### src/rtl/pet_event_scheduler.sv
// Pet event scheduler: debounced feed/sleep/play buttons,
// round-robin valid/ready event offer and a scalable time tick.
module pet_event_scheduler #(
  parameter int DEB_CYCLES = 4,
  parameter int TICK_BASE  = 64
) (
  input  logic       clk,
  input  logic       reset,
  input  logic       A,
  input  logic       B,
  input  logic       C,
  input  logic       luz,
  input  logic       test,
  input  logic [1:0] time_control,
  input  logic       evt_ready,
  output logic       evt_valid,
  output logic [1:0] evt_code,
  output logic       tick,
  output logic       sleep_rej,
  output logic       evt_drop
);

  typedef enum logic {
    IDLE,
    OFFER
  } state_t;

  localparam logic [7:0]  DEB_W  = 8'(DEB_CYCLES);
  localparam logic [15:0] TBASE  = 16'(TICK_BASE);

  function automatic logic [1:0] f_wrap(input logic [2:0] v);
    return (v >= 3'd3) ? 2'(v - 3'd3) : v[1:0];
  endfunction

  logic [2:0] w_btn;
  logic [2:0] r_s1;
  logic [2:0] r_s2;
  logic [2:0] r_deb;
  logic [2:0] r_deb_q;
  logic [7:0] r_dcnt [3];
  logic [2:0] w_rise;

  assign w_btn  = {C, B, A};
  assign w_rise = r_deb & ~r_deb_q;

  // debounce: count only while the synced level differs from the accepted one
  always_ff @(posedge clk or negedge reset) begin
    if (!reset) begin
      r_s1    <= '0;
      r_s2    <= '0;
      r_deb   <= '0;
      r_deb_q <= '0;
      for (int i = 0; i < 3; i++) r_dcnt[i] <= '0;
    end else begin
      r_s1    <= w_btn;
      r_s2    <= r_s1;
      r_deb_q <= r_deb;
      for (int i = 0; i < 3; i++) begin
        if (r_s2[i] == r_deb[i]) begin
          r_dcnt[i] <= '0;
        end else if (r_dcnt[i] == DEB_W) begin
          r_deb[i]  <= r_s2[i];
          r_dcnt[i] <= '0;
        end else begin
          r_dcnt[i] <= r_dcnt[i] + 8'd1;
        end
      end
    end
  end

  state_t     r_state;
  state_t     w_state_n;
  logic [2:0] r_pend;
  logic [2:0] w_pend_n;
  logic [1:0] r_ptr;
  logic [1:0] w_ptr_n;
  logic [1:0] r_code;
  logic [1:0] w_code_n;
  logic       r_rej;
  logic       w_rej_n;
  logic       r_drop;
  logic       w_drop_n;
  logic [2:0] w_clr;
  logic       w_load_ok;
  logic       w_found;
  logic [1:0] w_idx;
  logic [1:0] w_cand;

  always_comb begin
    w_state_n = r_state;
    w_code_n  = r_code;
    w_ptr_n   = r_ptr;
    w_clr     = '0;
    w_rej_n   = 1'b0;
    w_found   = 1'b0;
    w_idx     = 2'd0;
    w_cand    = 2'd0;
    w_load_ok = (r_state == IDLE) || evt_ready;
    for (int k = 0; k < 3; k++) begin
      w_cand = f_wrap({1'b0, r_ptr} + 3'(k));
      if (!w_found && r_pend[w_cand]) begin
        w_found = 1'b1;
        w_idx   = w_cand;
      end
    end
    if (w_load_ok) begin
      if (r_state == OFFER) w_state_n = IDLE;
      if (w_found) begin
        w_clr[w_idx] = 1'b1;
        w_ptr_n      = f_wrap({1'b0, w_idx} + 3'd1);
        if (w_idx == 2'd1 && luz) begin
          w_rej_n = 1'b1;
        end else begin
          w_state_n = OFFER;
          w_code_n  = w_idx + 2'd1;
        end
      end
    end
    // a grant in the same cycle as a new press wins silently
    for (int i = 0; i < 3; i++)
      w_pend_n[i] = w_clr[i] ? 1'b0 : (r_pend[i] | w_rise[i]);
    w_drop_n = |(w_rise & r_pend & ~w_clr);
  end

  always_ff @(posedge clk or negedge reset) begin
    if (!reset) begin
      r_state <= IDLE;
      r_pend  <= '0;
      r_ptr   <= 2'd0;
      r_code  <= 2'd0;
      r_rej   <= 1'b0;
      r_drop  <= 1'b0;
    end else begin
      r_state <= w_state_n;
      r_pend  <= w_pend_n;
      r_ptr   <= w_ptr_n;
      r_code  <= w_code_n;
      r_rej   <= w_rej_n;
      r_drop  <= w_drop_n;
    end
  end

  logic [15:0] w_per;
  logic [15:0] w_last;
  logic [15:0] r_tcnt;
  logic [1:0]  r_tc;
  logic        r_test;
  logic        r_tick;

  assign w_per  = TBASE >> {time_control, 1'b0};
  assign w_last = (test || w_per <= 16'd1) ? 16'd0 : w_per - 16'd1;

  always_ff @(posedge clk or negedge reset) begin
    if (!reset) begin
      r_tcnt <= '0;
      r_tc   <= 2'd0;
      r_test <= 1'b0;
      r_tick <= 1'b0;
    end else begin
      r_tc   <= time_control;
      r_test <= test;
      if (time_control != r_tc || test != r_test) begin
        r_tcnt <= '0;
        r_tick <= 1'b0;
      end else if (r_tcnt >= w_last) begin
        r_tcnt <= '0;
        r_tick <= 1'b1;
      end else begin
        r_tcnt <= r_tcnt + 16'd1;
        r_tick <= 1'b0;
      end
    end
  end

  assign evt_valid = (r_state == OFFER);
  assign evt_code  = evt_valid ? r_code : 2'b00;
  assign tick      = r_tick;
  assign sleep_rej = r_rej;
  assign evt_drop  = r_drop;

endmodule
### config.mk
export PLATFORM = sky130hd
export DESIGN_NAME = pet_event_scheduler
export DESIGN_NICKNAME = d
export VERILOG_FILES = /design/src/rtl/pet_event_scheduler.sv
export SDC_FILE = /design/constraint.sdc
export NUM_CORES = 1
export LEC_CHECK = 0
export BUFFER_PORTS_ARGS = -buffer_cell sky130_fd_sc_hd__buf_2
export CAP_MARGIN = 20
export CORE_MARGIN = 5
export CORE_UTILIZATION = 50
export CTS_CLUSTER_SIZE = 10
export DETAILED_ROUTE_END_ITERATION = 8
export HOLD_SLACK_MARGIN = 0.1
export PLACE_DENSITY_LB_ADDON = 0.1
export SLEW_MARGIN = 10
export SYNTH_ARGS = -nofsm -noshare
export SYNTH_HDL_FRONTEND = slang
export SYNTH_SLANG_ARGS = --single-unit
### constraint.sdc
create_clock -name clk -period 2.13 [get_ports clk]
set_input_delay 0.1065 -clock clk [delete_from_list [all_inputs] [get_ports clk]]
set_output_delay 0.1065 -clock clk [all_outputs]
set_load 0.01 [all_outputs]
==> impl_metrics.yaml <==
critical_path:
  crit_path_cell_trace: "ha_4 -> mux2i_4 -> o2bb2ai_4 -> o311ai_2 -> a21oi_2 -> buf_4 -> ha_4 -> buf_4 -> buf_6 -> and3_4"
  cp_top_family: "adder cells"
  end_kind: "flip-flop"
  crit_slowest_cell: "dfrtp_1"
  cpPeakStageDelay_ns: 0.43
  cp-start-kind: "flip-flop"
  crit_required_ns: 2.35
  cp_max_fo: 4
  path_buf_inv: 3
  critPathLaunch: "r_ptr[1]"
  crit_arrival_ns: 2.53
  r2r-start: "r_ptr[1]"
  path_class: "flip-flop to flip-flop"
die:
  die_w_um: 92.7
  die_height_um: 92.7
  core_area_mm2: 0.00672
  rows: 30
  start_util_pct: 50.9
  io_pins: 16
  die_area_mm2: 0.00860
cts:
  clk_latency_ns: 0.34
  tritoncts: "yes"
  cts_sinks: 66
  clk_pin_slew_ns: 0.07
  root_buffer: "clkbuf_8"
  cts_buffers: 9
  max-clock-path-buffers: 2
  htreeDepth: 3
route:
  wl_met3_um: 154
  wl_um: 6470
  vias: 2559
  viasPerCell: 5.19
  drc: 0
  drtIter0Drc: 73
  routedWlPerCell_um: 13.1
  dr.pass1.iters: 4
  top_layer: "met4"
  met1_length_um: 3140
  met2_length_um: 3110
  drtAntennaViolNets: 0
yosys:
  ys_async_sr_fraction_pct: 100
  avgSynthCellArea_um2: 9.92
  syn_area_mm2: 0.00342
  synth_cell_type_count: 41
  synth_top_area_share_pct: 48.3
  synth-edff-count: 0
  syn_inst: 345
  synth-seq-cells: 66
  synth_seq_area_share_pct: 48.3
  synth-main-ff-cell: "dfrtp_1"
  synth_top_cell_by_area: "dfrtp_1"
  synthTopCellsByArea: "dfrtp_1 (48%), ha_1 (9.5%), xor2_1 (7.4%)"
  ys_warn_count: 0
sta:
  finalHoldViolCount: 0
  setup_viol: 5
  grt_setup_unrepaired: "true"
  slew_viol_final: 0
  fin_skew_ns: 0.00609
  max_freq_ghz: 0.434
  finalCritPeriodShare_pct: 108
  worstMarginPinSlew_ns: 0.656
  setup_slack_ns: -0.173
  slew_headroom_pct: 56.3
  fin_crit_ns: 2.30
power_and_ir_drop:
  peakVddDrop_v: 0.000550
  powerDensity_mw_per_mm2: 1240
  leakage_uw: 0.00206
run_status:
  status: "finished, violations left"
  failed_checks: "negative setup slack"
grt:
  grt_pass1_wl_um: 11200
  antenna_found_initial: 0
  first_global_vias: 2511
  globalRouteOverflowTotal: 0
  grt_usage_pct: 16.2
  grt_max_degree: 40
placement:
  port_buffers: 15
  dp_hpwl_um: 4240
  pre_cts_ws_ns: -0.214
  place_area_mm2: 0.00375
  gp_congestion: 0.805
run:
  max_cap_viol_count: 0
hold_path:
  hold_class: "primary input to async pin"
cells_and_area:
  syn2layout_area_growth_pct: 24.9
  fin_area_mm2: 0.00427
  fin_util_pct: 63.6
  drive_gt1_share_pct: 21.1
  nNetsFinal: 445
  n_antenna_cell: 0
## metrics by stage
| stage | std cells | TNS (ns) | total power (uW) | hold slack [ns] |
|---|---|---|---|---|
| final | 493 | -0.629 | 5310 | 0.337 |
| after detailed placement | 458 | -3.02 | 3500 | 0.178 |
| after global placement | 458 | -1.78 | 3460 | 0.174 |
| after CTS | 486 | -0.376 | 5130 | 0.353 |
| after floorplan | 346 | -0.0277 | 2880 | -0.189 |
| after global routing | 493 | -1.42 | 5690 | 0.366 |
## synth_stat cells, types with 3 or more instances
master,instances
o21a_1,3
inv_1,17
nand4_1,3
nor2_1,46
nand2_1,39
a21oi_1,8
xor2_1,29
nand2b_1,4
nand3_1,21
dfrtp_1,66
mux2_2,3
nor2b_1,6
and3_1,8
nor3b_1,3
xnor2_1,9
nor4_1,4
o21ai_0,6
nor3_1,9
ha_1,26
mux2i_1,5
and2_1,4
## area by class of cell
class	count	area (um^2)
Clock buffer	13	159
Clock inverter	2	60.1
Fill cell	540	2440
Inverter	17	63.8
Multi-Input combinational cell	259	1810
Sequential cell	66	1650
Tap cell	80	100
Timing Repair Buffer	56	430
## worst reg2reg max path, delay by kind of cell, from the launching register on
kind                     cells  cell delay, ns
AND/OR/NAND/NOR              1            0.13
AO/OA/AOI/OAI                3            0.45
flip-flops                   1            0.43
multiplexers                 1            0.29
adder cells (fa/ha/maj)      2            0.49
buffers and inverters        3            0.40
## power by group
part	leakage, uW	switching (uW)	total, uW	internal (uW)
Sequential	0.000862	224	1710	1490
Clock	0.000110	463	1180	719
Combinational	0.00108	1170	2420	1250
## logic make-up (layout without fill, tap and decap cells)
kind of cell / count (synthesis) / count (layout) / share of synthesized area (%)
other cells: 1 / 2 / 0.110
buf+inv: 21 / 88 / 2.82
fa+ha+maj: 26 / 26 / 9.51
mux: 8 / 8 / 2.45
simple gates: 157 / 157 / 21.9
xor+xnor: 38 / 38 / 9.73
flops: 66 / 66 / 48.3
compound gates: 28 / 28 / 5.27
## cell usage in the layout (no fill, tap or decap), drive strengths merged, types with 5 or more instances in the layout
cell	n
dlygate4sd3	9
xor2	29
o21ai	8
nand2	39
and3	8
a21oi	8
inv	17
ha	26
clkbuf	13
and2	6
mux2i	5
buf	47
dfrtp	66
nor2b	6
xnor2	9
nand3	21
nor3	9
nor2	46
## state kept, by name, indices dropped and copies added (netlist names)
register,count
r_dcnt,24
r_tcnt,16
r_deb,3
r_deb_q,3
r_pend,3
r_s1,3
r_s2,3
r_code,2
r_ptr,2
r_tc,2
evt_drop,1
evt_valid,1
r_test,1
sleep_rej,1
tick,1
## what timing repair did
item	4_1_cts	5_1_grt
endpoints found under the setup margin	15	19
endpoints found under the hold margin	35	0
pin swaps	4	8
gates resized for setup	20	12
setup buffers	4	7
hold buffers	9	0
## layer usage
layer  track usage [%]  vias up
met5                 0        -
met4              5.49        0
met3              3.90        7
met2              25.8       25
met1              21.7     1241
li1                  -     1286
## final timing paths
kind                       cells past startpoint  slack [ns]   endpoint
hold / removal                                 2        0.34  r_dcnt[2]
max in group asynchronous                      3        1.15  sleep_rej
hold reg to reg                                0        0.35    r_s2[1]
setup / recovery                              10       -0.17  sleep_rej
min in group clk                               0        0.35    r_s2[1]
setup reg to reg                              10       -0.17  sleep_rej
(Power assumes the default switching activity.)
